==> src/rtl/y1_pkg.sv <==
// Shared types and constants for the y1 product-term match scheduler.
// Holds the FSM state encoding, reset term and a width helper.
package y1_pkg;

  typedef enum logic [1:0] {
    IDLE,
    EVAL,
    RESP
  } state_e;

  localparam logic [15:0] RST_MASK  = 16'hFFF8;
  localparam logic [15:0] RST_VALUE = 16'h4628;

  function automatic int clog2(input int n);
    int r;
    r = 0;
    for (int i = 0; i < 31; i++) begin
      if ((1 << i) < n) r = i + 1;
    end
    if (r < 1) r = 1;
    return r;
  endfunction

endpackage

==> src/rtl/y1_term_match.sv <==
// Single mask/value product term: hit when every masked bit
// of the word equals the corresponding value bit.
module y1_term_match #(
  parameter int W = 16
) (
  input  logic [W-1:0] word_i,
  input  logic [W-1:0] mask_i,
  input  logic [W-1:0] value_i,
  output logic         hit_o
);

  assign hit_o = &(~((word_i ^ value_i) & mask_i));

endmodule

==> src/rtl/y1_match_sched.sv <==
// Round-robin scheduler sharing one product-term matcher among
// NREQ requesters, with a programmable term and hit/eval counters.
module y1_match_sched #(
  parameter int             NREQ      = 4,
  parameter int             W         = 16,
  parameter int             CNT_W     = 16,
  parameter logic [W-1:0]   RST_MASK  = y1_pkg::RST_MASK,
  parameter logic [W-1:0]   RST_VALUE = y1_pkg::RST_VALUE,
  localparam int            IDW       = y1_pkg::clog2(NREQ)
) (
  input  logic              clk,
  input  logic              rst,
  input  logic [NREQ-1:0]   req_valid,
  input  logic [NREQ*W-1:0] req_data,
  output logic [NREQ-1:0]   req_ready,
  output logic              resp_valid,
  input  logic              resp_ready,
  output logic [IDW-1:0]    resp_id,
  output logic              resp_hit,
  input  logic              cfg_we,
  input  logic [W-1:0]      cfg_mask,
  input  logic [W-1:0]      cfg_value,
  output logic              cfg_ready,
  output logic [CNT_W-1:0]  hit_cnt,
  output logic [CNT_W-1:0]  eval_cnt
);

  import y1_pkg::*;

  state_e           state_q;
  logic [IDW-1:0]   rr_q;
  logic [IDW-1:0]   rr_d;
  logic [IDW-1:0]   cap_id_q;
  logic [IDW-1:0]   resp_id_q;
  logic [W-1:0]     word_q;
  logic [W-1:0]     mask_q;
  logic [W-1:0]     value_q;
  logic             resp_valid_q;
  logic             resp_hit_q;
  logic [CNT_W-1:0] hit_q;
  logic [CNT_W-1:0] eval_q;

  logic             gnt_en;
  logic             gnt_any;
  logic [NREQ-1:0]  gnt;
  logic [IDW-1:0]   gnt_id;
  logic [W-1:0]     gnt_word;
  logic             hit;

  // A config write in IDLE takes the cycle; grants wait one cycle.
  assign gnt_en = (state_q == IDLE && !cfg_we) ||
                  (state_q == RESP && resp_ready);

  always_comb begin
    int j;
    j       = 0;
    gnt     = '0;
    gnt_id  = '0;
    gnt_any = 1'b0;
    for (int k = 0; k < NREQ; k++) begin
      j = int'(rr_q) + k;
      if (j >= NREQ) j = j - NREQ;
      if (gnt_en && !gnt_any && req_valid[j]) begin
        gnt[j]  = 1'b1;
        gnt_id  = IDW'(j);
        gnt_any = 1'b1;
      end
    end
  end

  assign gnt_word = req_data[int'(gnt_id)*W +: W];
  assign rr_d     = (gnt_id == IDW'(NREQ-1)) ? '0 : gnt_id + 1'b1;

  y1_term_match #(
    .W(W)
  ) u_term (
    .word_i (word_q),
    .mask_i (mask_q),
    .value_i(value_q),
    .hit_o  (hit)
  );

  always_ff @(posedge clk) begin
    if (rst) begin
      state_q      <= IDLE;
      rr_q         <= '0;
      cap_id_q     <= '0;
      resp_id_q    <= '0;
      word_q       <= '0;
      mask_q       <= RST_MASK;
      value_q      <= RST_VALUE;
      resp_valid_q <= 1'b0;
      resp_hit_q   <= 1'b0;
      hit_q        <= '0;
      eval_q       <= '0;
    end else begin
      if (cfg_we && state_q == IDLE) begin
        mask_q  <= cfg_mask;
        value_q <= cfg_value;
      end
      if (gnt_any) begin
        word_q   <= gnt_word;
        cap_id_q <= gnt_id;
        rr_q     <= rr_d;
      end
      unique case (state_q)
        IDLE: begin
          if (gnt_any) state_q <= EVAL;
        end
        EVAL: begin
          resp_valid_q <= 1'b1;
          resp_hit_q   <= hit;
          resp_id_q    <= cap_id_q;
          if (~&eval_q) eval_q <= eval_q + 1'b1;
          if (hit && ~&hit_q) hit_q <= hit_q + 1'b1;
          state_q <= RESP;
        end
        RESP: begin
          if (resp_ready) begin
            resp_valid_q <= 1'b0;
            state_q      <= gnt_any ? EVAL : IDLE;
          end
        end
        default: state_q <= IDLE;
      endcase
    end
  end

  assign req_ready  = gnt;
  assign resp_valid = resp_valid_q;
  assign resp_id    = resp_id_q;
  assign resp_hit   = resp_hit_q;
  assign cfg_ready  = (state_q == IDLE);
  assign hit_cnt    = hit_q;
  assign eval_cnt   = eval_q;

endmodule

==> config.mk <==
export PLATFORM = sky130hd
export DESIGN_NAME = y1_match_sched
export DESIGN_NICKNAME = d
export VERILOG_FILES = /design/src/rtl/y1_pkg.sv /design/src/rtl/y1_term_match.sv /design/src/rtl/y1_match_sched.sv
export SDC_FILE = /design/constraint.sdc
export NUM_CORES = 1
export LEC_CHECK = 0
export ABC_AREA = 1
export ABC_CLOCK_PERIOD_IN_PS = 2650
export BUFFER_PORTS_ARGS = -buffer_cell sky130_fd_sc_hd__buf_2
export CORE_AREA = 2 2 94 114
export DETAILED_ROUTE_END_ITERATION = 16
export DIE_AREA = 0 0 96 116
export MAX_ROUTING_LAYER = met4
export PLACE_DENSITY = 0.8
export SLEW_MARGIN = 10
export SYNTH_ARGS = -nofsm -noshare
export SYNTH_HDL_FRONTEND = slang
export SYNTH_SLANG_ARGS = --single-unit
export TNS_END_PERCENT = 50
==> constraint.sdc <==
create_clock -name clk -period 2.65 [get_ports clk]
set_clock_uncertainty 0.05 [all_clocks]
set_input_delay 0.265 -clock clk [delete_from_list [all_inputs] [get_ports clk]]
set_output_delay 0.265 -clock clk [all_outputs]
set_load 0.005 [all_outputs]
==> run metrics <==
FMAX 397 MHz; syn_area_per_cell 6.66 sq um; syn_nets 900; ANT nets after route 0; Worst Reg-to-Reg Cells 15; pre-CTS setup slack 202 ps; RSZ-0062 raised after global routing false; Worst Setup EP req_ready[2]; sum of negative setup slack 0 ps; Hold Vio Cnt, Final 0; commonest non-fill, non-tap cell in the layout nand2_1; Starting Density 0.526; post-layout instance area 6420 sq um; cell leakage power 3.32 nW; Crit path required time 2340 ps; Placement Cell Area 6070 sq um; PD cells 933 nW/um^2; FF+latch count, synth 90; core area 9960 sq um; first-pass GRT wire length 21700 um; Die X 96 um; clock tree buffer depth 2; DIE AREA 11100 sq um; Root Driver clkbuf_16; HP Class input port to flop; Worst-Margin Slew 538 ps; setup ws final 132 ps; maxcap violations 0; htree depth 3; CTS tree yes; Synth area leaders dfxtp_1, nand2_1, nand3_1; HPWL after DPL 9860 um; relative slew slack 0.639; Inserted Clock Buffers 9; RR Endpoint word_q[5]; initial drt markers 224; # rows 40; # setup viols final 0; Port-buffer cells 144; Placer Congestion 0.932; Util after Layout 0.645; post-synthesis cell count 786; status finished clean; Routed WL per cell 12.6 um; Initial DRT Pass Iterations 4; Final Max Slew Viols 0; critical path capture point type output pin; CP max FO 9; Seq/Total Area, Yosys 0.344; Area Growth Syn to Fin 22.7%; synthesized area 5240 sq um; post-synth cell types 41; top-level I/O count 145; worst vdd ir 0.000516 V; clock latency on the worst-skew pair 340 ps; Total GRT Usage 0.250; grt ovf 0; number of global-route vias before repair 4890; WL final 13300 um; Syn. warnings 0; Synth area leader dfxtp_1; die height 116 um; Clock transition at path regs 70 ps; Arrival @ worst endpoint 2200 ps; Tmin final 2520 ps; Reg2Reg Launch Point rr_q[0]; initial antenna violation count 0; CTS Sinks 90; nets 1037; # Post-CTS Setup Buffers 0; Vias/cell 5.17; Via Count 5447; Crit Path Category flop to output pin; ant diodes 0; crit path from rr_q[0]; # DRC 0; commonest cells after routing, fill and taps aside nand2_1, buf_2, inv_1, nand3_1, dfxtp_1; CP Launch Type flop; pin count of the biggest net entering global routing 46; final worst path period share 0.950; Yosys top cell area share 0.344; Worst R2R Setup Slack 250 ps; share of cells above drive strength 1 0.221
==> report_power, final <==
group	switching, mW	total, mW	internal [mW]
logic	1.79	2.73	0.945
registers	0.188	1.81	1.63
clock network	0.527	1.45	0.921
total	2.50	6.00	3.49
==> final cells by class <==
class,count,area [sq um]
fill,928,3540
timing repair buffer,156,823
clock buffer,9,225
sequential,90,1800
clock inverter,7,116
inverter,108,405
multi-input combinational,558,2890
tap,126,158
==> state kept, by name, summed over array words and instances (netlist names), 16 cells and up <==
| register | cells |
|---|---|
| hit_cnt | 16 |
| word_q | 16 |
| eval_cnt | 16 |
| value_q | 16 |
| mask_q | 16 |
==> critical path, cell delays in order, from the launching register on <==
cell,delay (ps)
dfxtp_1,350
inv_2,100
ha_1,370
inv_1,120
nand3_1,110
nand2_1,90
inv_1,70
o21bai_4,140
nand3_4,140
o221ai_1,230
buf_2,160
==> routing by layer <==
layer | GRT usage | wire, um
met4 | 0.0990 | 337
met1 | 0.296 | 5610
met3 | 0.0351 | 695
met2 | 0.422 | 6680
met5 | - | 0
==> Yosys cell counts <==
cell / instances
a21oi_1: 36
a21oi_2: 1
a221oi_2: 1
a22oi_1: 4
buf_1: 2
buf_2: 9
buf_4: 4
buf_6: 1
clkbuf_1: 14
clkinv_1: 1
dfxtp_1: 90
ha_1: 10
inv_1: 104
inv_2: 3
nand2_1: 210
nand2_2: 4
nand2_4: 2
nand3_1: 96
nand3_2: 2
nand3_4: 1
nand3b_1: 9
nand4_1: 21
nand4_2: 1
nor2_1: 55
nor2_2: 2
nor2_4: 3
nor3_1: 8
nor3_2: 1
nor3b_1: 1
nor4_1: 7
nor4_4: 1
o211ai_1: 8
o211ai_2: 1
o21a_1: 2
o21ai_0: 31
o21ai_1: 3
o21bai_4: 2
o221ai_1: 4
or2_2: 8
xnor2_1: 7
xor2_1: 16
==> worst min-delay path by stage <==
stage	slack, ps	depth (start not counted)	start	endpoint
2_1_floorplan	330	2	cfg_mask[10]	mask_q[10]
3_5_place_dp	410	2	mask_q[11]	mask_q[11]
5_1_grt	80	3	cfg_mask[3]	mask_q[3]
3_3_place_gp	410	2	cap_id_q[0]	cap_id_q[0]
6_report	70	3	cfg_mask[11]	mask_q[11]
4_1_cts	70	3	cfg_mask[5]	mask_q[5]
==> per-stage QoR <==
stage / power [mW] / hold WS [ps] / instances
floorplan: 3.94 / 328 / 786
global placement: 4.49 / 410 / 1038
detailed placement: 4.54 / 411 / 1038
CTS: 6.00 / 68.9 / 1054
global route: 6.47 / 80.5 / 1054
finish: 6.00 / 71.1 / 1054
==> kinds of logic (layout without fill, tap and decap cells) <==
family,after synthesis,in the layout,synth area share
adders and majority gates,10,10,0.0239
and+or+nand+nor,432,432,0.380
buffers and inverters,138,280,0.105
AOI/OAI and AO/OA,93,93,0.108
DFF,90,90,0.344
xor gates and xnor gates,23,23,0.0385
==> what timing repair did <==
action	4_1_cts	5_1_grt
gates resized for setup	0	2
hold buffers	0	0
setup endpoints to repair	0	8
Note: power is estimated with default switching activity, not from simulation.
